## config.mk

```make
export PLATFORM = sky130hd
export DESIGN_NAME = packet_assembler
export DESIGN_NICKNAME = d
export VERILOG_FILES = /design/src/rtl/packet_assembler.sv
export SDC_FILE = /design/constraint.sdc
export NUM_CORES = 1
export LEC_CHECK = 0
export CORE_UTILIZATION = 45
export CTS_CLUSTER_SIZE = 12
export DETAILED_ROUTE_END_ITERATION = 10
export GPL_TIMING_DRIVEN = 0
export HOLD_SLACK_MARGIN = 0.02
export PLACE_DENSITY_LB_ADDON = 0.25
export SETUP_SLACK_MARGIN = 0.02
export SYNTH_ARGS = -nofsm -noshare
export SYNTH_HDL_FRONTEND = slang
export SYNTH_SLANG_ARGS = --single-unit
```

## constraint.sdc

```tcl
create_clock -name clk -period 1.3 [get_ports clk]
set_input_delay 0.26 -clock clk [delete_from_list [all_inputs] [get_ports clk]]
set_output_delay 0.26 -clock clk [all_outputs]
set_load 0.03 [all_outputs]
```

## src/rtl/packet_assembler.sv

```systemverilog
// Collects WORD_WIDTH-bit words into PACKET_WORDS-word packets behind a one-deep output slot.
// A partial packet can be flushed with padding after an idle timeout.
module packet_assembler #(
    parameter int WORD_WIDTH     = 8,
    parameter int PACKET_WORDS   = 4,
    parameter int TIMEOUT_CYCLES = 0,
    parameter logic [WORD_WIDTH-1:0] PAD_WORD = '0
) (
    input  logic                                 clk,
    input  logic                                 rst,
    input  logic [WORD_WIDTH-1:0]                word,
    input  logic                                 write,
    input  logic                                 clear,
    input  logic                                 ready,
    output logic [PACKET_WORDS*WORD_WIDTH-1:0]   sys_packet,
    output logic                                 send,
    output logic [$clog2(PACKET_WORDS+1)-1:0]    length,
    output logic                                 overflow
);
    localparam int CW = $clog2(PACKET_WORDS+1);
    localparam int AW = $clog2(PACKET_WORDS);
    localparam int IW = (TIMEOUT_CYCLES > 0) ? $clog2(TIMEOUT_CYCLES+1) : 1;
    localparam logic [0:0] S_FILL   = 1'b0;
    localparam logic [0:0] S_CLOSED = 1'b1;

    logic [PACKET_WORDS-1:0][WORD_WIDTH-1:0] fbuf;
    logic [CW-1:0] fill_count;
    logic [IW-1:0] idle_cnt;
    logic [0:0]    state;
    logic [AW-1:0] widx;
    logic          slot_free, transfer, idle_tick, timeout_fire;

    always_comb begin
        slot_free    = !send || ready;
        transfer     = (state == S_CLOSED) && slot_free;
        idle_tick    = (state == S_FILL) && (fill_count != '0) && !write;
        timeout_fire = (TIMEOUT_CYCLES > 0) && idle_tick &&
                       (idle_cnt == IW'(TIMEOUT_CYCLES-1));
        widx         = fill_count[AW-1:0];
    end

    always_ff @(posedge clk) begin
        if (rst) begin
            fbuf       <= '0;
            sys_packet <= '0;
            fill_count <= '0;
            idle_cnt   <= '0;
            length     <= '0;
            send       <= 1'b0;
            overflow   <= 1'b0;
            state      <= S_FILL;
        end else begin
            overflow <= 1'b0;
            if (clear) begin
                // Data registers keep stale contents; only the bookkeeping is dropped.
                fill_count <= '0;
                idle_cnt   <= '0;
                state      <= S_FILL;
                send       <= 1'b0;
            end else begin
                if (send && ready)
                    send <= 1'b0;
                if (transfer) begin
                    sys_packet <= fbuf;
                    length     <= fill_count;
                    send       <= 1'b1;
                    fill_count <= '0;
                    idle_cnt   <= '0;
                    state      <= S_FILL;
                end else if (timeout_fire) begin
                    for (int i = 0; i < PACKET_WORDS; i++)
                        if (CW'(i) >= fill_count)
                            fbuf[i] <= PAD_WORD;
                    idle_cnt <= '0;
                    state    <= S_CLOSED;
                end else if ((state == S_FILL) && write) begin
                    fbuf[widx] <= word;
                    fill_count <= fill_count + 1'b1;
                    idle_cnt   <= '0;
                    if (fill_count == CW'(PACKET_WORDS-1))
                        state <= S_CLOSED;
                end else if (idle_tick && (TIMEOUT_CYCLES > 0)) begin
                    idle_cnt <= idle_cnt + 1'b1;
                end
                // Writes arriving while closed are lost, even on the transfer edge.
                if ((state == S_CLOSED) && write)
                    overflow <= 1'b1;
            end
        end
    end
endmodule

```

After elaboration in Yosys (flattened, before gate mapping)
Cells that the tools add are included.

Bits in registers: 73. Input port bits: 13. Output and inout port bits: 37. Word-level logic and storage cells: 36.

Add/sub/neg operators: 1. $lt $le $gt $ge: 2. Equality and inequality tests: 1. Mux-type cells: 6. Bitwise operators: 3. Reductions and logical operators: 13.

Operator list (number): bitwise mux 32 bit (1); demux 8 bit (select 2 bit) (1); 2-to-1 mux 8 bit (1); logical AND 1 bit (5); AND reduction 2 bit (2); adder 3 x 1 -> 3 bit, second input constant (1); == test 3 x 2 -> 1 bit, second input constant (1); less-than comparator 2 x 3 -> 1 bit, second input constant (1); 2-to-1 mux 1 bit (3); inverter 1 bit (3); AND reduction 3 bit (1); OR reduction 3 bit (1); greater-or-equal comparator 2 x 1 -> 1 bit, second input constant (1); nonzero test 2 bit (1); OR reduction 2 bit (1); zero test 1 bit (1); logical OR 1 bit (1).

Depth between registers and ports, before layout
Word-level depth: 5. Depth in mapped cells: 7.

Least setup slack after synthesis
Ideal clock, no wire load.

Path kind: flip-flop to flip-flop. Start: reg fill_count[0]. End: reg fbuf[21] in the netlist's numbering. Setup time: 0.122 ns. Arrival: 1.283 ns. Data required time: 1.178 ns. Slack: -0.106 ns. Cell stages (with the launch flop): 8. Clock period less this slack: 1.406 ns. Path through: dfxtp_1 -> inv_1 -> ha_1 -> and4bb_2 -> clkbuf_1 -> buf_2 -> nand3b_1 -> o21ai_0.

Word-level cells in the longest chain between the ends: 5. Elaborated cells between the ends (all ways): 6.

Ends and longest elaborated chain: start: declaration (RTL line 27) `logic [CW-1:0] fill_count;`; start signal: assignment (RTL line 78) `fill_count <= fill_count + 1'b1;`; less-than comparator 2 x 3 -> 1 bit (implied by the code) or greater-or-equal comparator 2 x 1 -> 1 bit (tied branches) (RTL line 77) `fbuf[widx] <= word;`; logical AND 1 bit (implied by the code) (RTL line 77); 2-to-1 mux 8 bit (implied by the code) (RTL line 77); demux 8 bit (select 2 bit) * (RTL line 77); bitwise mux 32 bit * (RTL line 77); end signal: indexed assignment (RTL line 77); end: declaration (RTL line 26) `logic [PACKET_WORDS-1:0][WORD_WIDTH-1:0] fbuf;`.

Mark *: on every way between the ends. The rest lies on a longest branch, timed or not. A chain may end at the register's enable or synchronous reset.

Worst setup path in the final report
Start: reg send. End: reg sys_packet[19].

Word-level cells in the longest chain between the ends: 4.

Ends and longest elaborated chain: start: declaration (RTL line 16) `output logic send,`; start signal: assignment (RTL line 49) `send <= 1'b0;`; start signal: assignment (RTL line 59) `send <= 1'b0;`; start signal: assignment (RTL line 62) `send <= 1'b0;`; zero test 1 bit (RTL line 34) `slot_free = !send || ready;`; logical OR 1 bit (RTL line 34); logical AND 1 bit (RTL line 35) `transfer = (state == S_CLOSED) && slot_free;`; AND reduction 2 bit (no source line); end signal: assignment (RTL line 64) `sys_packet <= fbuf;`; end: declaration (RTL line 15) `output logic [PACKET_WORDS*WORD_WIDTH-1:0] sys_packet,`.

No other way between the ends.

==> impl_results.md <==
- Status: finished, violations left
- Violated checks: negative setup slack
- Count of final setup violators: 1
- Startpoint type of the worst setup path: register
- CTS tree: yes
- Sequential cell area: 1480 um2
- Xor and xnor area share after synthesis: 0.292%
- Simple-gate area share of the yosys netlist: 25.9%
- Synth Register Bits: 73
- Leakage: 1.63 nW
- Hold Crit Start: ready
- Min-Delay Path Class: input port to register
- Critical Path RT: 1.54 ns
- Critical R2R Launch: send$_SDFFE_PP0P_
- Starting Density: 47.0%
- Cell area power density: 1120 nW/um2
- CP startpoint: send$_SDFFE_PP0P_
- CTS HTree Levels: 3
- Compound-Gate Fraction of Synth Area: 6.16%
- Layout cells sized above 1: 25.9%
- Worst hold margin: 0.397 ns
- Die footprint: 7010 um2
- Area of the multi-input gates: 1460 um2
- Clock latency on the worst-skew pair: 0.35 ns
- Die width: 83.7 um
- DRC errors left: 0
- Antenna violations before repair: 0
- Remaining Overflow, GRT: 0
- Vias in the first global route: 2137
- Worst VDD drop: 0.648 mV
- Area grow syn2layout: 34.3%
- Fin. max-slew vios: 0
- DR WL/cell: 14.7 um
- Skew final: 0.00951 ns
- Syn Std Cell Area: 3000 um2
- Avg Synthesized Cell Area: 10.2 um2
- Die height: 83.7 um
- Unrepaired setup endpoints after global routing: true
- Slew margin rel.: 72.7%
- CTS Buf Count: 9
- # port buffers: 48
- Total Routing Usage GR: 19.4%
- FP Rows: 29
- Synth cell types: 22
- Via/cell ratio: 5.06
- Drt total wl: 6570 um
- I/O pins: 50
- Antenna cells: 0
- Worst path arrival time: 1.54 ns
- Post-CTS Hold Fix Bufs: 0
- Met2 WL: 3060 um
- Placed Cells: 419
- Top cell type's share of synthesized area: 48.6%
- Met1 WL: 2960 um
- Fin nets: 383
- DR iter-0 viols: 94
- Vias: 2261
- CP max FO: 5
- # fillers: 518
- First-pass GRT wire length: 10500 um
- Critical path type: register to register
- Fraction of synthesized area in multiplexers: 12.0%
- ANT nets after route: 0
- Largest net degree at the start of global routing: 13
- Hpwl dp: 4280 um
- Root Driver: clkbuf_8
- Clk slew on worst S/H paths: 0.07 ns
- Clock buffer depth: 2
- Top Layer Used: met4
- Mapped Nets: 312
- Warnings, synthesis: 0
- Setup ws final: -0.000566 ns
- Achievable clock frequency: 769 MHz
- Placer Congestion: 0.739
- Clk sinks: 73
- Slew @ Worst Pin: 0.409 ns
- Final std cells w/o fill: 447
- Fin crit share: 100%
- Post-Syn Instances: 294
- Max-Cap Viols: 0
- Placeable Area: 6390 um2
- Adder-cell share of the synthesized area: 2.08%
- Met3 wire len: 430 um
- Synth area leader: dfxtp_1
- Tmin final: 1.30 ns
- Main combinational cell family by area after synthesis: simple AND/OR/NAND/NOR gates
- Final Hold Viols: 0
- CP Capture Type: register
- Post-synthesis sequential area ratio: 48.6%
- Area contributors post-synth: dfxtp_1 49%, nand2b_1 15%, mux2i_1 12%, nand3b_1 8.0%, o21ai_0 5.5%
- Pre-Repair DR Iteration Count: 4
cells in the mapped netlist (all sizes together):
master  number
nand2b      70
nand3b      32
or3          1
o21a         1
dfxtp       73
and4bb       4
nor3         1
o21ai       33
a211oi       1
nor2b        2
and3         1
a21oi        1
inv          4
clkbuf      15
ha           5
nor2         5
buf          8
mux2i       36
xnor2        1
cell families after synthesis:
kind of cell / count (synthesis)
XOR/XNOR: 1
AO/OA/AOI/OAI: 36
multiplexers: 36
AND/OR/NAND/NOR: 116
adder cells (fa/ha/maj): 5
flip-flops: 73
buffers and inverters: 27
metrics by stage:
| step | setup TNS [ns] | setup WS (ns) | cell area [um2] | power (W) | utilization, % |
|---|---|---|---|---|---|
| finish | -0.000566 | -0.000566 | 4030 | 0.00450 | 63.2 |
| global route | -0.531 | -0.0393 | 4030 | 0.00466 | 63.2 |
| CTS | -0.00786 | -0.00786 | 3970 | 0.00451 | 62.1 |
| detailed placement | -23.07 | -0.406 | 3660 | 0.00253 | 57.3 |
| global placement | -22.93 | -0.397 | 3660 | 0.00253 | 57.3 |
| floorplan | -0.389 | -0.0194 | 3080 | 0.00244 | - |
registers in the layout, summed over array words and instances (netlist names):
| register | cells |
|---|---|
| length | 3 |
| fill_count | 3 |
| sys_packet | 32 |
| send | 1 |
| overflow | 1 |
| state | 1 |
| fbuf | 32 |
routing by layer:
metal | vias to the layer above | global-route usage [%]
met2 | 66 | 31.3
met5 | - | 0
met1 | 1053 | 24.1
li1 | 1131 | -
met4 | 0 | 9.24
met3 | 11 | 4.85
cells in the final DEF (no fill, tap or decap), drive strengths merged:
| cell | Yosys | routed |
|---|---|---|
| xnor2 | 1 | 1 |
| mux2i | 36 | 36 |
| clkbuf | 15 | 23 |
| nand2b | 70 | 70 |
| buf | 8 | 36 |
| bufinv | 0 | 2 |
| ha | 5 | 5 |
| clkinv | 0 | 2 |
| inv | 4 | 5 |
| and3 | 1 | 1 |
| a211oi | 1 | 1 |
| nor2 | 5 | 5 |
| a21oi | 1 | 1 |
| clkdlybuf4s18 | 0 | 1 |
| clkdlybuf4s15 | 0 | 23 |
| o21a | 1 | 1 |
| nor2b | 2 | 2 |
| dfxtp | 73 | 73 |
| nand3b | 32 | 32 |
| o21ai | 33 | 33 |
| clkdlybuf4s50 | 0 | 9 |
| or3 | 1 | 1 |
| dlygate4sd2 | 0 | 2 |
| nor3 | 1 | 1 |
| and4bb | 4 | 4 |
critical path: stages (launching register included):
cell and delay, ns:
dfxtp_4 0.34, nor2b_4 0.13, or3_4 0.42, clkbuf_16 0.19, mux2i_1 0.11
power by group:
part | switching [W] | internal [W] | total (W) | leakage [nW]
logic | 0.000113 | 0.000121 | 0.000234 | 0.914
registers | 0.00000979 | 0.00225 | 0.00226 | 0.592
clock network | 0.000830 | 0.00118 | 0.00201 | 0.120
cell type report:
class	count	share of cell area, %
sequential	73	36.6
multi-input combinational	194	36.1
timing repair buffer	65	15.4
clock buffer	11	3.75
buffer	18	3.32
tap	77	2.39
clock inverter	5	1.89
inverter	4	0.496
worst paths after layout:
check,endpoint,slack [ns],depth (start not counted)
worst max-delay path,sys_packet[19]$_SDFFE_PP0P_,-0.0006,4
worst min-delay path,send$_SDFFE_PP0P_,0.40,3
worst max register to register,sys_packet[19]$_SDFFE_PP0P_,-0.0006,4
worst min register to register,sys_packet[8]$_SDFFE_PP0P_,0.47,2
timing repair:
action	CTS	global route
pin swaps	0	1
hold endpoints to repair	0	0
endpoints found under the setup margin	99	78
buffers inserted	5	7
gates resized for setup	122	57
cloned	1	4
No activity file was read; power rests on OpenSTA's default activity.
